===== config.mk =====
export PLATFORM = sky130hd
export DESIGN_NAME = mem_arbiter_flat
export DESIGN_NICKNAME = d
export VERILOG_FILES = /design/src/rtl/mem_arbiter_if.sv /design/src/rtl/mem_arbiter.sv /design/src/flat_wrapper.sv
export SDC_FILE = /design/constraint.sdc
export NUM_CORES = 1
export LEC_CHECK = 0
export ABC_AREA = 1
export CAP_MARGIN = 0
export CORE_AREA = 5 5 63 65
export DETAILED_ROUTE_END_ITERATION = 10
export DIE_AREA = 0 0 68 70
export GPL_ROUTABILITY_DRIVEN = 1
export GPL_TIMING_DRIVEN = 0
export MAX_ROUTING_LAYER = met4
export PLACE_DENSITY = 0.91
export REMOVE_ABC_BUFFERS = 1
export SLEW_MARGIN = 20
export SYNTH_ARGS = -nofsm -noshare
export SYNTH_HDL_FRONTEND = slang
export SYNTH_SLANG_ARGS = --single-unit
export TNS_END_PERCENT = 20

===== constraint.sdc =====
create_clock -name clk -period 2.7 [get_ports clk]
set_input_delay 0.81 -clock clk [delete_from_list [all_inputs] [get_ports clk]]
set_output_delay 0.81 -clock clk [all_outputs]
set_load 0.01 [all_outputs]

===== src/rtl/mem_arbiter_if.sv =====
`default_nettype none
// ============================================================================
//  Module   : mem_arbiter_if
//  Purpose  : Bundles the two client request/response ports (a_*, b_*) and
//             the memory read/write port driven by the arbiter.
//  Modports : slave  - arbiter side. It receives client requests and memory
//                      read data, and drives grants, responses and all
//                      memory control, address and data pins.
//             master - client/memory side. It drives requests and
//                      mem_rd_data, and receives everything else.
//  Revision : 1.0  initial release
// ============================================================================
interface mem_arbiter_if #(
   parameter int DW = 8,
   parameter int AW = 7
);
   // Client A
   logic          a_req;
   logic          a_we;
   logic [AW-1:0] a_addr;
   logic [DW-1:0] a_wdata;
   logic          a_gnt;
   logic          a_rvalid;
   logic [DW-1:0] a_rdata;
   logic          a_err;
   // Client B
   logic          b_req;
   logic          b_we;
   logic [AW-1:0] b_addr;
   logic [DW-1:0] b_wdata;
   logic          b_gnt;
   logic          b_rvalid;
   logic [DW-1:0] b_rdata;
   logic          b_err;
   // Memory
   logic          mem_rd_en;
   logic [AW-1:0] mem_rd_addr;
   logic [DW-1:0] mem_rd_data;
   logic          mem_wr_en;
   logic [AW-1:0] mem_wr_addr;
   logic [DW-1:0] mem_wr_data;

   modport slave (
      input  a_req, a_we, a_addr, a_wdata,
      input  b_req, b_we, b_addr, b_wdata,
      input  mem_rd_data,
      output a_gnt, a_rvalid, a_rdata, a_err,
      output b_gnt, b_rvalid, b_rdata, b_err,
      output mem_rd_en, mem_rd_addr, mem_wr_en, mem_wr_addr, mem_wr_data
   );

   modport master (
      output a_req, a_we, a_addr, a_wdata,
      output b_req, b_we, b_addr, b_wdata,
      output mem_rd_data,
      input  a_gnt, a_rvalid, a_rdata, a_err,
      input  b_gnt, b_rvalid, b_rdata, b_err,
      input  mem_rd_en, mem_rd_addr, mem_wr_en, mem_wr_addr, mem_wr_data
   );
endinterface
`default_nettype wire


===== src/rtl/mem_arbiter.sv =====
`default_nettype none
// ============================================================================
//  Module   : mem_arbiter
//  Purpose  : Two-port round-robin arbiter in front of a single-clock memory
//             that has separate read and write ports. A read and a write
//             from different clients can be granted in the same cycle. Read
//             data is routed back to the client that issued the read, with
//             a fixed latency of one cycle.
//  Ports    : clk    - clock; all state updates on the rising edge
//             rst_n  - asynchronous reset, active low
//             bus    - mem_arbiter_if.slave:
//                        a_/b_ req, we, addr, wdata  (in)
//                        a_/b_ gnt (combinational), rvalid, rdata, err (out)
//                        mem_rd_en/addr, mem_wr_en/addr/data (out)
//                        mem_rd_data (in, valid the cycle after mem_rd_en)
//  Revision : 1.0  initial release
// ============================================================================
module mem_arbiter #(
   parameter int DEPTH = 100,
   parameter int DW    = 8,
   parameter int AW    = $clog2(DEPTH)
) (
   input  wire logic    clk,
   input  wire logic    rst_n,
   mem_arbiter_if.slave bus
);

   // The address is extended by one bit so that DEPTH itself is always
   // representable in the range comparison.
   localparam logic [AW:0] c_depth = DEPTH[AW:0];

   localparam int c_port_a = 0;
   localparam int c_port_b = 1;

   // ---------------------------------------------------------------------
   // Per-port views of the interface (index 0 = A, 1 = B)
   // ---------------------------------------------------------------------
   logic [1:0]    w_req;
   logic [1:0]    w_we;
   logic [AW-1:0] w_addr  [2];
   logic [DW-1:0] w_wdata [2];
   logic [1:0]    w_oor;        // request address is outside 0..DEPTH-1
   logic [1:0]    w_gnt;
   logic [1:0]    w_rd_gnt;     // granted read (any address)
   logic [1:0]    w_rd_mem;     // granted read that touches memory
   logic [1:0]    w_wr_mem;     // granted write that touches memory
   logic [1:0]    w_rvalid;
   logic [1:0]    w_err;
   logic [DW-1:0] w_rdata [2];

   logic          w_conflict;
   logic          r_prio_b;     // 1 = port B wins the next conflict

   assign w_req[c_port_a]   = bus.a_req;
   assign w_req[c_port_b]   = bus.b_req;
   assign w_we[c_port_a]    = bus.a_we;
   assign w_we[c_port_b]    = bus.b_we;
   assign w_addr[c_port_a]  = bus.a_addr;
   assign w_addr[c_port_b]  = bus.b_addr;
   assign w_wdata[c_port_a] = bus.a_wdata;
   assign w_wdata[c_port_b] = bus.b_wdata;

   // ---------------------------------------------------------------------
   // Grant decision
   // Two reads or two writes cannot share the single read or write port.
   // A read and a write to the same address are serialized instead of
   // forwarded, which keeps the read data path a plain memory read.
   // ---------------------------------------------------------------------
   assign w_conflict = (bus.a_we == bus.b_we) || (bus.a_addr == bus.b_addr);

   always_comb begin
      w_gnt = 2'b00;
      // Grants are forced low during reset even though they are combinational.
      if (rst_n) begin
         if (w_req[c_port_a] && w_req[c_port_b]) begin
            if (w_conflict) begin
               w_gnt[c_port_a] = ~r_prio_b;
               w_gnt[c_port_b] = r_prio_b;
            end else begin
               w_gnt = 2'b11;
            end
         end else begin
            w_gnt = w_req;
         end
      end
   end

   // Priority passes to the loser only on a conflict cycle. Single-requester
   // and dual-grant cycles leave it unchanged.
   always_ff @(posedge clk or negedge rst_n) begin
      if (!rst_n) begin
         r_prio_b <= 1'b0;
      end else if (w_req[c_port_a] && w_req[c_port_b] && w_conflict) begin
         r_prio_b <= ~r_prio_b;
      end
   end

   // ---------------------------------------------------------------------
   // Per-port access qualification and response registers
   // ---------------------------------------------------------------------
   generate
      for (genvar p = 0; p < 2; p++) begin : g_port
         logic r_rvalid;
         logic r_from_mem;   // response data comes from the memory read port
         logic r_err;

         assign w_oor[p]    = ({1'b0, w_addr[p]} >= c_depth);
         assign w_rd_gnt[p] = w_gnt[p] & ~w_we[p];
         assign w_rd_mem[p] = w_rd_gnt[p] & ~w_oor[p];
         assign w_wr_mem[p] = w_gnt[p] & w_we[p] & ~w_oor[p];

         // An out-of-range read still completes (rvalid, data 0) so that
         // the client never waits for a response that does not arrive.
         always_ff @(posedge clk or negedge rst_n) begin
            if (!rst_n) begin
               r_rvalid   <= 1'b0;
               r_from_mem <= 1'b0;
               r_err      <= 1'b0;
            end else begin
               r_rvalid   <= w_rd_gnt[p];
               r_from_mem <= w_rd_mem[p];
               r_err      <= w_gnt[p] & w_oor[p];
            end
         end

         assign w_rvalid[p] = r_rvalid;
         assign w_err[p]    = r_err;
         assign w_rdata[p]  = r_from_mem ? bus.mem_rd_data : '0;
      end
   endgenerate

   // ---------------------------------------------------------------------
   // Memory port steering
   // The grant rule never admits two reads or two writes in one cycle, so
   // a simple priority mux selects the single active port. Address and
   // data are zero whenever the corresponding enable is low.
   // ---------------------------------------------------------------------
   always_comb begin
      bus.mem_rd_en   = 1'b0;
      bus.mem_rd_addr = '0;
      if (w_rd_mem[c_port_a]) begin
         bus.mem_rd_en   = 1'b1;
         bus.mem_rd_addr = w_addr[c_port_a];
      end else if (w_rd_mem[c_port_b]) begin
         bus.mem_rd_en   = 1'b1;
         bus.mem_rd_addr = w_addr[c_port_b];
      end
   end

   always_comb begin
      bus.mem_wr_en   = 1'b0;
      bus.mem_wr_addr = '0;
      bus.mem_wr_data = '0;
      if (w_wr_mem[c_port_a]) begin
         bus.mem_wr_en   = 1'b1;
         bus.mem_wr_addr = w_addr[c_port_a];
         bus.mem_wr_data = w_wdata[c_port_a];
      end else if (w_wr_mem[c_port_b]) begin
         bus.mem_wr_en   = 1'b1;
         bus.mem_wr_addr = w_addr[c_port_b];
         bus.mem_wr_data = w_wdata[c_port_b];
      end
   end

   // ---------------------------------------------------------------------
   // Client outputs
   // ---------------------------------------------------------------------
   assign bus.a_gnt    = w_gnt[c_port_a];
   assign bus.a_rvalid = w_rvalid[c_port_a];
   assign bus.a_rdata  = w_rdata[c_port_a];
   assign bus.a_err    = w_err[c_port_a];

   assign bus.b_gnt    = w_gnt[c_port_b];
   assign bus.b_rvalid = w_rvalid[c_port_b];
   assign bus.b_rdata  = w_rdata[c_port_b];
   assign bus.b_err    = w_err[c_port_b];

endmodule
`default_nettype wire


===== src/flat_wrapper.sv =====
// flat-port wrapper written by rule: the top's interface ports become plain ports
module mem_arbiter_flat 
#(
   parameter int DEPTH = 100,
   parameter int DW    = 8,
   parameter int AW    = $clog2(DEPTH)
)
  (clk, rst_n, bus_a_req, bus_a_we, bus_a_addr, bus_a_wdata, bus_b_req, bus_b_we, bus_b_addr, bus_b_wdata, bus_mem_rd_data, bus_a_gnt, bus_a_rvalid, bus_a_rdata, bus_a_err, bus_b_gnt, bus_b_rvalid, bus_b_rdata, bus_b_err, bus_mem_rd_en, bus_mem_rd_addr, bus_mem_wr_en, bus_mem_wr_addr, bus_mem_wr_data);
  mem_arbiter_if #(.DW(DW), .AW(AW)) bus_i ();
  input  wire logic clk;
  input  wire logic rst_n;
  input wire logic [$bits(bus_i.a_req)-1:0] bus_a_req;
  input wire logic [$bits(bus_i.a_we)-1:0] bus_a_we;
  input wire logic [$bits(bus_i.a_addr)-1:0] bus_a_addr;
  input wire logic [$bits(bus_i.a_wdata)-1:0] bus_a_wdata;
  input wire logic [$bits(bus_i.b_req)-1:0] bus_b_req;
  input wire logic [$bits(bus_i.b_we)-1:0] bus_b_we;
  input wire logic [$bits(bus_i.b_addr)-1:0] bus_b_addr;
  input wire logic [$bits(bus_i.b_wdata)-1:0] bus_b_wdata;
  input wire logic [$bits(bus_i.mem_rd_data)-1:0] bus_mem_rd_data;
  output wire logic [$bits(bus_i.a_gnt)-1:0] bus_a_gnt;
  output wire logic [$bits(bus_i.a_rvalid)-1:0] bus_a_rvalid;
  output wire logic [$bits(bus_i.a_rdata)-1:0] bus_a_rdata;
  output wire logic [$bits(bus_i.a_err)-1:0] bus_a_err;
  output wire logic [$bits(bus_i.b_gnt)-1:0] bus_b_gnt;
  output wire logic [$bits(bus_i.b_rvalid)-1:0] bus_b_rvalid;
  output wire logic [$bits(bus_i.b_rdata)-1:0] bus_b_rdata;
  output wire logic [$bits(bus_i.b_err)-1:0] bus_b_err;
  output wire logic [$bits(bus_i.mem_rd_en)-1:0] bus_mem_rd_en;
  output wire logic [$bits(bus_i.mem_rd_addr)-1:0] bus_mem_rd_addr;
  output wire logic [$bits(bus_i.mem_wr_en)-1:0] bus_mem_wr_en;
  output wire logic [$bits(bus_i.mem_wr_addr)-1:0] bus_mem_wr_addr;
  output wire logic [$bits(bus_i.mem_wr_data)-1:0] bus_mem_wr_data;
  assign bus_i.a_req = bus_a_req;
  assign bus_i.a_we = bus_a_we;
  assign bus_i.a_addr = bus_a_addr;
  assign bus_i.a_wdata = bus_a_wdata;
  assign bus_i.b_req = bus_b_req;
  assign bus_i.b_we = bus_b_we;
  assign bus_i.b_addr = bus_b_addr;
  assign bus_i.b_wdata = bus_b_wdata;
  assign bus_i.mem_rd_data = bus_mem_rd_data;
  assign bus_a_gnt = bus_i.a_gnt;
  assign bus_a_rvalid = bus_i.a_rvalid;
  assign bus_a_rdata = bus_i.a_rdata;
  assign bus_a_err = bus_i.a_err;
  assign bus_b_gnt = bus_i.b_gnt;
  assign bus_b_rvalid = bus_i.b_rvalid;
  assign bus_b_rdata = bus_i.b_rdata;
  assign bus_b_err = bus_i.b_err;
  assign bus_mem_rd_en = bus_i.mem_rd_en;
  assign bus_mem_rd_addr = bus_i.mem_rd_addr;
  assign bus_mem_wr_en = bus_i.mem_wr_en;
  assign bus_mem_wr_addr = bus_i.mem_wr_addr;
  assign bus_mem_wr_data = bus_i.mem_wr_data;
  mem_arbiter #(.DEPTH(DEPTH), .DW(DW), .AW(AW)) u_core (.clk(clk), .rst_n(rst_n), .bus(bus_i));
endmodule

# Word-level counts from Yosys, hierarchy flattened
# Cells that the tools add are included.
[word_totals] ff_bits=7 input_bits=44 output_inout_bits=46 word_cells=44
[classes] magnitude_cmp=2 n_eq_ne=2 muxes=15 n_bitwise=15 n_reduce_logical=3
[ops] op="$mux 8" count=4
[ops] op="$mux 7" count=4
[ops] op="$ge 7x7->1 const B" count=2
[ops] op="$and 1x1->1" count=10
[ops] op="$eq 7x7->1" count=1
[ops] op="$mux 2" count=3
[ops] op="$not 1->1" count=5
[ops] op="$mux 1" count=4
[ops] op="$logic_and 1x1->1" count=2
[ops] op="$eq 1x1->1" count=1
[ops] op="$logic_or 1x1->1" count=1

# Longest topological paths before layout
[depth] word_depth=9 mapped_depth=12 depth_no_buf=11

# Worst setup path before layout
# Ideal clock, no wire load.
[synth_timing] path_type="input to output" from="input port bus_a_addr[3]" to="output port bus_mem_wr_addr[3]" arrival_ns=1.751 t_required_ns=1.890 path_slack_ns=0.139 stages=12 path_buffers=1 path_cell_list="nand2_1 clkinv_1 nor2_1 nor2_1 nand2_1 o21bai_4 nand3_2 nand3_2 nor2_4 buf_6 nand2_1 nand2_1"
[synth_via] elab_chain_len=9 word_cells_on_any_way=13 cone_classes="order compare (1); eq/ne (1); mux (5); bitwise (5); reduce/logical (1)"
[synth_lines] item="start, declared" line="flat_wrapper.sv:14" source="input wire logic [$bits(bus_i.a_addr)-1:0] bus_a_addr;"
[synth_lines] item="$eq 7x7->1" line="mem_arbiter.sv:69" source="assign w_conflict = (bus.a_we == bus.b_we) || (bus.a_addr == bus.b_addr);"
[synth_lines] item="$logic_or 1x1->1" line="mem_arbiter.sv:69"
[synth_lines] item="$mux 2" line="mem_arbiter.sv:76" source="if (w_conflict) begin"
[synth_lines] item="$mux 2" line="mem_arbiter.sv:75" source="if (w_req[c_port_a] && w_req[c_port_b]) begin"
[synth_lines] item="$mux 2" line="mem_arbiter.sv:74" source="if (rst_n) begin"
[synth_lines] item="$and 1x1->1 (2 in a row)" line="mem_arbiter.sv:110" source="assign w_wr_mem[p] = w_gnt[p] & w_we[p] & ~w_oor[p];"
[synth_lines] item="$mux 7" line="mem_arbiter.sv:158" source="end else if (w_wr_mem[c_port_b]) begin"
[synth_lines] item="$mux 7 (*)" line="mem_arbiter.sv:154" source="if (w_wr_mem[c_port_a]) begin"
[synth_lines] item="end, declared" line="flat_wrapper.sv:32" source="output wire logic [$bits(bus_i.mem_wr_addr)-1:0] bus_mem_wr_addr;"
# Mark *: on every way between the ends. The rest lies on a longest branch, timed or not.

# Final worst setup path
[layout_timing] from="input port bus_b_addr[6]" to="output port bus_mem_rd_addr[6]"
[layout_via] word_cells_on_any_way=13 cone_classes="order compare (1); eq/ne (1); mux (5); bitwise (5); reduce/logical (1)"
[layout_rtl] item="start, declared" line="flat_wrapper.sv:18" source="input wire logic [$bits(bus_i.b_addr)-1:0] bus_b_addr;"
[layout_rtl] item="$eq 7x7->1" line="mem_arbiter.sv:69"
[layout_rtl] item="$logic_or 1x1->1" line="mem_arbiter.sv:69"
[layout_rtl] item="$mux 2" line="mem_arbiter.sv:76"
[layout_rtl] item="$mux 2" line="mem_arbiter.sv:75"
[layout_rtl] item="$mux 2" line="mem_arbiter.sv:74"
[layout_rtl] item="$and 1x1->1" line="mem_arbiter.sv:108" source="assign w_rd_gnt[p] = w_gnt[p] & ~w_we[p];"
[layout_rtl] item="$and 1x1->1" line="mem_arbiter.sv:109" source="assign w_rd_mem[p] = w_rd_gnt[p] & ~w_oor[p];"
[layout_rtl] item="named net u_core.w_rd_mem[0]" line="mem_arbiter.sv:45" source="logic [1:0] w_rd_mem;"
[layout_rtl] item="$mux 7" line="mem_arbiter.sv:141" source="if (w_rd_mem[c_port_a]) begin"
[layout_rtl] item="end, declared" line="flat_wrapper.sv:30" source="output wire logic [$bits(bus_i.mem_rd_addr)-1:0] bus_mem_rd_addr;"
# The timed path passes the listed nets, and every way through them passes these cells.

==> results <==
timing repair:
item                       in CTS  in global routing
pin swaps                      20                 16
hold buffers                    0                  0
hold endpoints to repair        0                  0
setup endpoints to repair      42                 26
buffers inserted               21                  4
gates resized for setup       218                 46
layout by cell type (no fill, tap or decap), types with 11 or more instances in the layout:
cell and instances:
nand3_1 11, nand2_1 78, inv_1 31, nand2_2 19
clkdlybuf4s50_1 28, buf_4 14, dlygate4sd2_1 16, buf_6 16
buf_2 27
power groups by stage:
stage / Combinational, W / Sequential (W) / Clock (W)
4_1_cts: 0.000250 / 0.000123 / 0.000101
6_report: 0.000274 / 0.000124 / 0.000102
3_3_place_gp: 0.000228 / 0.000122 / 0
2_1_floorplan: 0.0000863 / 0.000122 / 0
3_5_place_dp: 0.000233 / 0.000123 / 0
5_1_grt: 0.000297 / 0.000126 / 0.000110
flip-flops by register name (all words and copies together) (netlist names):
register / cells
u_core.bus.b_rvalid: 1
u_core.bus.b_err: 1
u_core.r_prio_b: 1
u_core.bus.a_rvalid: 1
u_core.g_port.r_from_mem: 2
u_core.bus.a_err: 1
metal layers:
metal | vias to the layer above | global-route usage [%] | part of all wire, %
li1 | 780 | - | -
met1 | 692 | 20.72 | 37
met2 | 87 | 30.41 | 49
met3 | 12 | 5.128 | 11
met4 | 0 | 9.272 | 2.9
met5 | - | - | 0
kinds of logic (layout without fill, tap and decap cells):
family          count (synthesis)  in the layout  synth area share (%)
buf+inv                        47            158                 19.62
xor+xnor                        1              1                0.8807
simple gates                  134            134                 58.99
compound gates                  3              3                 2.893
flops                           7              7                 17.61
final timing paths:
kind / start / to / slack (ns) / cells past startpoint
max in group asynchronous: rst_n / u_core.bus.a_err / 2.12 / 1
worst max register to register: u_core.r_prio_b / u_core.g_port[1].r_from_mem / 1.56 / 5
worst min-delay path: rst_n / u_core.g_port[0].r_from_mem / 0.39 / 1
worst max-delay path: bus_b_addr[6] / bus_mem_rd_addr[6] / -0.35 / 15
worst min register to register: u_core.r_prio_b / u_core.r_prio_b / 0.61 / 2
min in group clk: u_core.r_prio_b / u_core.r_prio_b / 0.61 / 2
cell type report:
class	instances	area share [%]
repair buffers	113	45.83
multi-input cells	138	34.68
flip-flops and latches	7	8.051
inverters	41	7.591
well taps	46	2.645
clock buffers	4	1.208
through the flow:
step / power [W] / hold WS (ns) / TNS (ns) / cells / util (%)
after global placement: 0.0003502 / 0.5030 / -29.73 / 321 / 57.90
after detailed placement: 0.0003556 / 0.5226 / -30.82 / 321 / 57.90
final: 0.0005000 / 0.3915 / -6.415 / 349 / 66.25
after floorplan: 0.0002081 / 0.4806 / 0 / 186 / -
after global routing: 0.0005330 / 0.4046 / -8.427 / 349 / 66.25
after CTS: 0.0004739 / 0.5641 / -6.369 / 346 / 63.35
==> impl_results.md <==
* Standard-cell row count at 21
* Portion of total power attributed to combinational logic at a little over half
* Startpoint class of the critical path: primary input
* Sw Pwr at 0.0001913 W
* Biggest cell delay along the critical path at roughly 0.22 ns
* Post-synth design cell area at just under 0.001 mm²
* Proportion of netlist area held by the largest area contributor at 36.98%
* Min cycle time layout at 3.052 ns
* DRC violation count after routing at 0
* Dominant register cell in the synthesized netlist: dfrtp_1
* Data required time of the worst path at roughly 1.9 ns
* Number of enable flip-flop cells after synthesis at 0
* Width of the die at around 68 µm
* Clock latency at the later pin of the worst-skew pair at 0.26 ns
* RSZ-0062 raised after global routing: true
* Count of cell types in the netlist at 18
* Type of the setup path with the least slack: primary input to primary output
* Warnings from Yosys at 0
* CTS Sinks at 7
* Flop pwr share at 24.8%
* Status: complete, but fails checks
* Overall Global Routing Usage at between 10% and 20%
* Average wire length per cell after detail routing at 12.87 µm
* Count of buffering cells on the critical path with inverters included at 5
* Switching Fraction at 38.26%
* Violated checks: setup timing
* Antenna diode count at 0
* Largest net degree at the start of global routing at 18
* Power density relative to cell area at 229.8 mW/mm²
* Total Nets Final at roughly 350
* Worst Clk Skew at 0.001884 ns
* Total I/O pin count at 90
* Area of the multi-input gates at around 750 µm²
* Post-synthesis register bit count at 7
* Min-Delay Path Class: primary input to async pin
* Total wirelength of the detailed-routed design at 4491 µm
* Routability congestion estimate at 0.8298
* Area of all placed cells without fillers at between 0.002 and 0.0025 mm²
* Static Leakage at 1.378 nW
* Vertical extent of the die at 70 µm
* Clock tree from TritonCTS: built
* Share of post-route cells with drive strength above 1 at 38.28%
* Fill count at 300
* Vias after detailed routing at 1571
* Share of synthesized area occupied by flip-flops and latches at between 10% and 20%
* Pin slew with the least headroom to its limit at 0.3033 ns
* Chain of cells forming the critical path: buf_4, inv_1, nand2_1, nand2_1, nor2_1, nand2_1, o21bai_4, nand3_4, nand3_4, nor2_4, buf_6, buf_6, nand2_4, nand2_2, buf_6
* H-tree levels at 1
* Number of antenna-violating nets in the routed design at 0
* Maximum fanout along the worst path at 5
* Cell taking the most area after synthesis: nand2_1
* Clock share of power at between 20% and 30%
* Count of final hold-check violations at 0
* Worst setup slack after placement at -1.266 ns
* F_max at 327.6 MHz
* Largest voltage drop on the vdd net at 130.8 µV
* Antenna violations before repair at 0
* Post-CTS clock slew at the launch and capture registers of the worst setup and hold paths at 0.06 ns
* Area Overhead vs Synth at 118.7%
* First-pass DRT Iterations at 4
* Cell internal power dissipation at between 0.0003 and 0.0004 W
* Max Transition Viols Final at 0
* Number of CTS-inserted buffers at 3
* Max-cap viol count at 0
* FF/Latch Area at 175.2 µm²
* Period Utilization, post-route at 113.0%
* Leftover overflow at the end of global routing at 0
* Via count of the first global-routing pass at ~1.6k
* Sort of element at the end of the critical path: primary output
* Number of endpoints failing setup at the final stage at 26
* Fraction of registers with async set or reset after synthesis at 100.0%
* Most frequent cell after synthesis: nand2_1
* Via-to-Cell Ratio at 4.501
* IO buf count at between 80 and 90
* Post-synthesis average cell area at approximately 5.2 µm²
* Initial core utilization at 30.29%
* Synthesized instance count at 192
* Full die area at 0.004760 mm²
* Arrival time of data at the critical path endpoint at 2.24 ns
* Global-route wire length before repair at around 6900 µm
* Post-Place Cell Area at 0.001902 mm²
* Slew margin rel. at roughly four fifths
* Core outline area at 0.003284 mm²
* CTS Buffer Depth at 2
* DR iter-0 viols at 36
* CP delay by family, top: simple AND/OR/NAND/NOR gates
* Main area contributors after synthesis: nand2_1 37%, dfrtp_1 18%, inv_1 15%
* Critical-path top delay cell: o21bai_4
* Clk Tree Root Cell: clkbuf_4
* Sum of net half-perimeters after detailed placement at 3030 µm
* Leading cell types by count after synthesis: 98 x nand2_1, 39 x inv_1, 14 x nand3_1
* Minimum setup slack in the final design at -0.3521 ns
Note: power is estimated with default switching activity, not from simulation.
